## src/rtl/instr_pack.sv

```systemverilog
// Shared definitions for the 9-bit CPU: sequencer state encoding and the
// subroutine entry table used by jtsr. Imported by instruction-memory
// programs, the decoder and the PC sequencer.
package instr_pack;

    localparam int unsigned SUB_ENTRIES = 16;
    localparam int unsigned SUB_ADDR_W  = 10;

    typedef enum logic [1:0] {
        IDLE = 2'd0,
        RUN  = 2'd1,
        HALT = 2'd2
    } pcseq_state_t;

    // Subroutine entry addresses, indexed by the jtsr call index.
    localparam logic [SUB_ADDR_W-1:0] SUB_TABLE [SUB_ENTRIES] = '{
        10'd200, 10'd60,  10'd300, 10'd400,
        10'd500, 10'd600, 10'd700, 10'd800,
        10'd900, 10'd1000, 10'd110, 10'd120,
        10'd130, 10'd140, 10'd150, 10'd170
    };

endpackage

```

## src/rtl/ret_stack.sv

```systemverilog
// Bounded LIFO of return addresses.
// Ports: clk, rst_n (sync, active-low), clr (empty the stack), push/push_data,
// pop, top (combinational top-of-stack, 0 when empty), full, empty.
// A push at full overwrites the top entry; a pop at empty leaves sp at 0.
module ret_stack #(
    parameter int unsigned DEPTH = 4,
    parameter int unsigned W     = 10
) (
    input  logic         clk,
    input  logic         rst_n,
    input  logic         clr,
    input  logic         push,
    input  logic         pop,
    input  logic [W-1:0] push_data,
    output logic [W-1:0] top,
    output logic         full,
    output logic         empty
);

    localparam int unsigned SP_W = $clog2(DEPTH + 1);
    localparam int unsigned AW   = $clog2(DEPTH);

    logic [W-1:0]    mem [DEPTH];
    logic [SP_W-1:0] sp;
    logic [AW-1:0]   top_idx;
    logic [AW-1:0]   wr_idx;

    assign full    = (sp == SP_W'(DEPTH));
    assign empty   = (sp == '0);
    assign top_idx = AW'(sp - SP_W'(1));
    // At full the write lands on the current top entry instead of growing.
    assign wr_idx  = full ? AW'(DEPTH - 1) : AW'(sp);
    assign top     = empty ? '0 : mem[top_idx];

    // Stack pointer
    always_ff @(posedge clk) begin
        if (!rst_n || clr) begin
            sp <= '0;
        end else if (push && !full) begin
            sp <= sp + SP_W'(1);
        end else if (pop && !empty) begin
            sp <= sp - SP_W'(1);
        end
    end

    // Entry storage, intentionally not reset
    always_ff @(posedge clk) begin
        if (push && !clr) begin
            mem[wr_idx] <= push_data;
        end
    end

endmodule

```

## src/rtl/pc_sequencer.sv

```systemverilog
// Program-counter sequencer: IDLE/RUN/HALT control and next-PC selection
// (sequential, branch, skip, call via SUB_TABLE, return) with a return stack.
// Ports: clk, rst_n (sync, active-low), start/start_addr, stall, br_take/
// br_target, skip_take/skip_off, call/call_idx, ret, halt; outputs pc,
// running, done and, with PCSEQ_STACK_CHK_EN defined, sticky stack_err.
// RUN priority: stall > halt > ret > call > br_take > skip_take > pc+1.
module pc_sequencer
    import instr_pack::*;
#(
    parameter int unsigned STACK_DEPTH = 4,
    parameter int unsigned PC_W        = 10
) (
    input  logic            clk,
    input  logic            rst_n,
    input  logic            start,
    input  logic [PC_W-1:0] start_addr,
    input  logic            stall,
    input  logic            br_take,
    input  logic [PC_W-1:0] br_target,
    input  logic            skip_take,
    input  logic [2:0]      skip_off,
    input  logic            call,
    input  logic [3:0]      call_idx,
    input  logic            ret,
    input  logic            halt,
    output logic [PC_W-1:0] pc,
    output logic            running,
    output logic            done
`ifdef PCSEQ_STACK_CHK_EN
    ,
    output logic            stack_err
`endif
);

    pcseq_state_t    state, state_d;
    logic [PC_W-1:0] pc_d;
    logic [PC_W-1:0] pc_inc;
    logic            running_d;
    logic            done_d;
    logic            push;
    logic            pop;
    logic            clr;
    logic [PC_W-1:0] stk_top;
    logic            stk_full;
    logic            stk_empty;

    assign pc_inc = pc + PC_W'(1);

    ret_stack #(
        .DEPTH (STACK_DEPTH),
        .W     (PC_W)
    ) u_ret_stack (
        .clk       (clk),
        .rst_n     (rst_n),
        .clr       (clr),
        .push      (push),
        .pop       (pop),
        .push_data (pc_inc),
        .top       (stk_top),
        .full      (stk_full),
        .empty     (stk_empty)
    );

    // State and registered outputs
    always_ff @(posedge clk) begin
        if (!rst_n) begin
            state   <= IDLE;
            pc      <= '0;
            running <= 1'b0;
            done    <= 1'b0;
        end else begin
            state   <= state_d;
            pc      <= pc_d;
            running <= running_d;
            done    <= done_d;
        end
    end

    // Next state, next PC and stack strobes
    always_comb begin
        state_d   = state;
        pc_d      = pc;
        running_d = running;
        done_d    = done;
        push      = 1'b0;
        pop       = 1'b0;
        clr       = 1'b0;
        case (state)
            IDLE, HALT: begin
                if (start) begin
                    state_d   = RUN;
                    pc_d      = start_addr;
                    running_d = 1'b1;
                    done_d    = 1'b0;
                    clr       = 1'b1;
                end
            end
            RUN: begin
                if (stall) begin
                    pc_d = pc;
                end else if (halt) begin
                    state_d   = HALT;
                    running_d = 1'b0;
                    done_d    = 1'b1;
                end else if (ret) begin
                    pop  = 1'b1;
                    pc_d = stk_top;
                end else if (call) begin
                    push = 1'b1;
                    pc_d = PC_W'(SUB_TABLE[call_idx]);
                end else if (br_take) begin
                    pc_d = br_target;
                end else if (skip_take) begin
                    pc_d = pc_inc + PC_W'(skip_off);
                end else begin
                    pc_d = pc_inc;
                end
            end
            default: begin
                state_d   = IDLE;
                running_d = 1'b0;
                done_d    = 1'b0;
            end
        endcase
    end

`ifdef PCSEQ_STACK_CHK_EN
    // Sticky overflow/underflow flag, cleared on relaunch
    always_ff @(posedge clk) begin
        if (!rst_n || clr) begin
            stack_err <= 1'b0;
        end else if ((push && stk_full) || (pop && stk_empty)) begin
            stack_err <= 1'b1;
        end
    end
`else
    logic unused_stk;
    assign unused_stk = stk_full ^ stk_empty;
`endif

endmodule

```

## config.mk

```make
export PLATFORM = sky130hd
export DESIGN_NAME = pc_sequencer
export DESIGN_NICKNAME = d
export VERILOG_FILES = /design/src/rtl/instr_pack.sv /design/src/rtl/ret_stack.sv /design/src/rtl/pc_sequencer.sv
export SDC_FILE = /design/constraint.sdc
export NUM_CORES = 1
export LEC_CHECK = 0
export BUFFER_PORTS_ARGS = -buffer_cell sky130_fd_sc_hd__buf_2
export CORE_MARGIN = 5
export CORE_UTILIZATION = 53
export DETAILED_ROUTE_END_ITERATION = 7
export PLACE_DENSITY = 0.82
export SLEW_MARGIN = 20
export SYNTH_ARGS = -nofsm -noshare
export SYNTH_HDL_FRONTEND = slang
export SYNTH_HIERARCHICAL = 1
export SYNTH_SLANG_ARGS = --single-unit
```

## constraint.sdc

```tcl
create_clock -name clk -period 4.18 [get_ports clk]
set_clock_uncertainty 0.05 [all_clocks]
set_input_delay 0.209 -clock clk [delete_from_list [all_inputs] [get_ports clk]]
set_output_delay 0.209 -clock clk [all_outputs]
set_load 0.1 [all_outputs]
```

Yosys cells after proc, flatten, opt, wreduce, memory -nomap -nowiden
Memory sizes are Yosys's and may differ from the RTL's.
Cells that the tools add are included.
{"block": "totals", "reg_bits": 17, "ramBits": 40, "romBits": 160, "input_bits": 36, "elab_cells": 74, "n_memories": 2}
{"name": "(name not given)", "words": 16, "word_bits": 10, "read_ports": 1, "rd_clocked_by_memory_dff": 0, "wr": 0, "line": "pc_sequencer.sv:110", "source": "pc_d = PC_W'(SUB_TABLE[call_idx]);"}
{"name": "u_ret_stack.mem", "words": 4, "word_bits": 10, "read_ports": 1, "rd_clocked_by_memory_dff": 0, "wr": 1, "line": "ret_stack.sv:23", "source": "logic [W-1:0] mem [DEPTH];"}
{"block": "op_classes", "n_addsub": 4, "n_lt_le_gt_ge": 1, "eq_ne": 7, "muxes": 39, "n_bitwise": 1, "n_reduce_logical": 15}
{"op": "$mux W10", "n": 10}
{"op": "$pmux W10 S2", "n": 1}
{"op": "$mux W1", "n": 19}
{"op": "$add A10 B1 Y10 const B", "n": 1}
{"op": "$add A10 B3 Y10", "n": 1}
{"op": "$mux W2", "n": 4}
{"op": "$ne A2 B2 Y1 const B", "n": 4}
{"op": "$mux W3", "n": 2}
{"op": "$ge A5 B5 Y1 const B", "n": 1}
{"op": "$not A4 Y5", "n": 1}
{"op": "$logic_not A1 Y1", "n": 4}
{"op": "$pmux W1 S2", "n": 2}
{"op": "$pmux W2 S2", "n": 1}
{"op": "$reduce_and A4 Y1", "n": 1}
{"op": "$reduce_bool A2 Y1", "n": 2}
{"op": "$add A3 B1 Y3 const B", "n": 1}
{"op": "$eq A3 B3 Y1 const B", "n": 1}
{"op": "$logic_and A1 B1 Y1", "n": 3}
{"op": "$logic_not A3 Y1", "n": 1}
{"op": "$reduce_and A3 Y1", "n": 1}
{"op": "$sub A3 B1 Y3 const B", "n": 1}
{"op": "$eq A2 B1 Y1 const B", "n": 1}
{"op": "$eq A2 B2 Y1 const B", "n": 1}
{"op": "$logic_not A2 Y1", "n": 1}
{"op": "other kinds (2)", "n": 2}

Logic depth before layout (Yosys ltp)
{"block": "depth", "ltp_word": 9, "ltp_mapped": 11, "ltp_nobuf": 10}

Modules after synthesis
Netlist, hierarchy kept.
{"module": "ret_stack", "instances": 1, "cells_each": 106, "area_per_inst_um2": 1848.0, "seq_area_each_um2": 1261.2}
{"module": "pc_sequencer", "instances": 1, "cells_each": 245, "area_per_inst_um2": 1754.2, "seq_area_each_um2": 260.2}

Worst setup path after synthesis
OpenSTA, ideal clock, no wires.
{"block": "synth_path", "path_kind": "register to register", "start": "register, netlist name done", "end": "memory u_ret_stack.mem[0][0], enable pin", "setup_time_ns": 0.390, "arrival_time_ns": 2.926, "t_required_ns": 3.740, "setup_slack_ns": 0.814, "path_stages_with_launch": 6, "n_path_buf": 0, "period_less_slack_ns": 3.366, "cell_sequence": "dfxtp_1 > or4b_1 > nor3_1 > nand2b_1 > nand2b_1 > nor3_1"}
{"element": "end: declaration", "line": "ret_stack.sv:23"}

Worst setup path after layout
{"block": "layout_path", "start": "register pc[0]", "end": "register pc[8]"}
{"block": "layout_via", "elab_chain_cells": 9}
{"element": "start: declaration", "line": "pc_sequencer.sv:26", "source": "output logic [PC_W-1:0] pc,"}
{"element": "start signal: assignment", "line": "pc_sequencer.sv:73", "source": "pc <= pc_d;"}
{"element": "$add A10 B1 Y10", "line": "pc_sequencer.sv:47", "source": "assign pc_inc = pc + PC_W'(1);"}
{"element": "via pc_inc[2]", "line": "pc_sequencer.sv:37", "source": "logic [PC_W-1:0] pc_inc;"}
{"element": "$add A10 B3 Y10", "line": "pc_sequencer.sv:114", "source": "pc_d = pc_inc + PC_W'(skip_off);"}
{"element": "$mux W10", "line": "pc_sequencer.sv:113", "source": "end else if (skip_take) begin"}
{"element": "$mux W10", "line": "pc_sequencer.sv:111", "source": "end else if (br_take) begin"}
{"element": "$mux W10", "line": "pc_sequencer.sv:108", "source": "end else if (call) begin"}
{"element": "$mux W10", "line": "pc_sequencer.sv:105", "source": "end else if (ret) begin"}
{"element": "$mux W10", "line": "pc_sequencer.sv:101", "source": "end else if (halt) begin"}
{"element": "$mux W10", "line": "pc_sequencer.sv:99", "source": "if (stall) begin"}
{"element": "$pmux W10 S2", "line": "pc_sequencer.sv:88", "source": "case (state)"}
The timed path passes the listed nets, and every way through them passes these cells. The select of a mux whose other input is x is not followed.
A chain may end at the register's enable or synchronous reset.

==> results by group <==
Pwr
  • Power Internal: 0.820 mW
  • Clk network pwr share: 26.5%
  • Sw power: 0.402 mW
  • Gate power share: 21.8%
  • Switching Share: 32.9%
  • Sequential share of power: 51.7%
  • Power per Cell Area: 308 nW/um^2
  • P_leak: 1.52 nW
  • Worst VDD drop: 0.183 mV

GRT
  • Vias in the first global route: 2747
  • First-pass GRT wire length: 14.1 mm
  • Overall routing resource usage: 21.2%
  • Initial antenna violation count: 0
  • Gr ovfl total: 0
  • Largest net degree at the start of global routing: 22

STA
  • RSZ-0062 raised after global routing: no
  • Max frequency: 352 MHz
  • Period minus WS final: 2.84 ns
  • Slew Limit Fails: 0
  • Final setup viols: 0
  • Slew HR: 40.9%
  • Sum Neg Setup Slack: 0 ns
  • Worst slew pin tran: 0.883 ns
  • Final hold vios: 0
  • Fin crit share: 68.1%
  • Worst setup margin: 1.34 ns

Layout
  • FILL cells: 556
  • Reg area: 1520 sq um
  • Post-route cell area: 3970 sq um
  • Final #Nets: 439
  • Layout cells sized above 1: 21.5%
  • Antenna diode count: 0
  • Area of the multi-input gates: 1880 sq um
  • Synthesis-to-layout area growth: 10.2%

Route
  • Routed vias/inst: 6.30
  • DR vias: 2965
  • Routed Antenna Nets: 0
  • Drt wl/cell: 18.9 microns
  • DRT iter0 DRCs: 284
  • Detailed-route DRC error count: 0
  • Drt first pass iters: 4
  • Routed WL: 8.90 mm

Synth
  • Top-area cell type share of the netlist area: 33.3%
  • Mapped Cells: 351
  • Fraction of registers with async set/reset: 0%
  • Mapped Avg Cell Area: 10.3 sq um
  • Post-synth EDFFs: 40
  • Synth Flop Type: edfxtp_1
  • Post-synthesis cell type count: 70
  • Top cells by area, synth: edfxtp_1 33%, dfxtp_1 8.9%, mux4_2 6.3%, ha_1 4.2%, nand2_1 3.3%
  • YS warnings: 6
  • Post-synthesis register bit count: 56
  • Synth area leader: edfxtp_1
  • Synth Cell Area: 3600 sq um
  • Register area share after synthesis: 42.2%
  • Syn Nets: 400

Run
  • Max-cap violations: 0

Worst setup path
  • CP Data Arrival Time: 3.04 ns
  • Worst Reg-to-Reg Cells: 9
  • Worst Setup EP: pc[8]$_SDFFE_PN0P_
  • Worst Path Required: 4.38 ns
  • Flop2flop setup slack: 1.34 ns
  • Critical Path End Type: flop
  • CP Max Fanout: 10
  • R2R Path Start: pc[0]$_SDFFE_PN0P_
  • FF-to-FF End: pc[8]$_SDFFE_PN0P_
  • Crit. Startpoint: pc[0]$_SDFFE_PN0P_
  • Startpoint class of the critical path: flop
  • WS Path Type: flop to flop

Min path
  • Worst hold path class: input port to flop
  • Hold Path Depth: 3

Clock network
  • CTS Buf Count: 5
  • Post-CTS Resized: 0
  • Hold buffers post-CTS: 0
  • Reg clk slew, reported paths: 0.11 ns
  • H-tree Lvls: 2
  • CTS tree: yes
  • Root Buffer: clkbuf_8
  • Clk sinks: 56
  • CTS Buffer Depth: 2
  • Setup Fix Bufs, Post-CTS: 0
  • Clock latency on the worst-skew pair: 0.32 ns

Floorplan
  • Die height: 92.4 microns
  • Io pins: 48
  • Core ar.: 6720 sq um
  • Die width: 92.4 microns
  • DIE AREA: 8550 sq um
  • Initial Util: 53.6%
  • Row count: 30

Placed design
  • Dpl cell area: 3870 sq um
  • Setup WS pre-CTS: 1.37 ns
  • Port bufs: 47
  • Placer Congestion: 0.929
  • Hpwl dp: 6.58 mm

Run status
  • Status: completed
[layout by cell type (no fill, tap or decap), drive strengths merged, types with 2 or more instances in the layout]
master	n
buf	52
edfxtp	40
nand2	32
inv	30
o21ai	19
nor2b	18
a21oi	16
dfxtp	16
nor2	13
ha	12
mux4	12
nand2b	11
nor3	9
xnor2	8
nand3	7
and3	6
a31oi	5
nand3b	5
clkbuf	5
or2	4
and2	4
a211o	4
o211ai	4
xor2	3
nand4	3
mux2i	3
or3	3
o2111ai	3
a311oi	3
o311ai	3
o311a	3
a211oi	3
and4	2
o31a	2
o21bai	2
nor3b	2
mux2	2
and3b	2
a21boi	2
[power by group through the flow]
| stage | Sequential (mW) | Clock, mW | Combinational (mW) |
|---|---|---|---|
| 2_1_floorplan | 0.703 | 0 | 0.134 |
| 3_3_place_gp | 0.643 | 0 | 0.257 |
| 3_5_place_dp | 0.644 | 0 | 0.263 |
| 4_1_cts | 0.631 | 0.336 | 0.264 |
| 5_1_grt | 0.635 | 0.360 | 0.287 |
| 6_report | 0.632 | 0.324 | 0.266 |
[how the worst min path moves through the flow]
stage                        startpoint                  to  slack [ns]
final                     start_addr[1]  pc[1]$_SDFFE_PN0P_        0.12
after floorplan                   rst_n  pc[7]$_SDFFE_PN0P_        0.29
after global routing      start_addr[1]  pc[1]$_SDFFE_PN0P_        0.12
after detailed placement  start_addr[1]  pc[1]$_SDFFE_PN0P_        0.45
after global placement    start_addr[1]  pc[1]$_SDFFE_PN0P_        0.44
after CTS                 start_addr[1]  pc[1]$_SDFFE_PN0P_        0.10
[cell usage after synthesis (6+ instances only)]
cell type,number
edfxtp_1,40
nand2_1,32
inv_1,26
o21ai_0,18
nor2b_1,17
a21oi_1,16
dfxtp_1,16
nor2_1,13
clkbuf_1,12
ha_1,12
nand2b_1,11
mux4_2,10
nor3_1,9
xnor2_1,7
and3_1,6
nand3_1,6
[sequential cells by signal, indices dropped and copies added (netlist names)]
register	flops
pc	10
u_ret_stack/mem	40
u_ret_stack/sp	3
state	1
running	1
done	1
[cells by family (layout without fill, tap and decap cells)]
family                     after synthesis  after routing  synth area share, %
xor gates and xnor gates                11             11                 2.88
and+or+nand+nor                        124            124                 18.9
buffers and inverters                   47             87                 5.70
DFF                                     56             56                 42.2
adders and majority gates               13             13                 4.72
muxes                                   17             17                 9.17
AOI/OAI and AO/OA                       83             83                 16.4
[critical path: stages (launching register included)]
cell	delay [ns]
dfxtp_1	0.51
ha_1	0.29
xor2_1	0.36
ha_1	0.33
nor2b_1	0.14
o21ai_0	0.24
nor2_1	0.13
and4_1	0.22
o311a_1	0.33
a221oi_2	0.16
[layout make-up]
| type | count | share of cell area (%) |
|---|---|---|
| well taps | 80 | 2.52 |
| repair buffers | 52 | 6.87 |
| clock buffers | 5 | 1.73 |
| inverters | 27 | 2.55 |
| multi-input cells | 248 | 47.3 |
| flip-flops and latches | 56 | 38.3 |
| clock inverters | 3 | 0.725 |
[metal layers]
| layer | track usage (%) | up-vias | part of all wire (%) |
|---|---|---|---|
| met4 | 7.05 | 0 | 2.5 |
| met5 | 0 | - | 0 |
| met2 | 32.7 | 134 | 47 |
| met1 | 29.8 | 1430 | 43 |
| met3 | 4.47 | 22 | 7.6 |
| li1 | - | 1379 | - |
[per-stage QoR]
| stage | hold slack (ns) | util (%) | power (mW) | cells |
|---|---|---|---|---|
| final | 0.120 | 59.1 | 1.22 | 471 |
| after global routing | 0.118 | 59.1 | 1.28 | 471 |
| after CTS | 0.104 | 59.1 | 1.23 | 471 |
| after detailed placement | 0.452 | 57.6 | 0.907 | 463 |
| after global placement | 0.443 | 57.6 | 0.900 | 463 |
| after floorplan | 0.292 | - | 0.837 | 351 |
No activity file was read; power rests on OpenSTA's default activity.
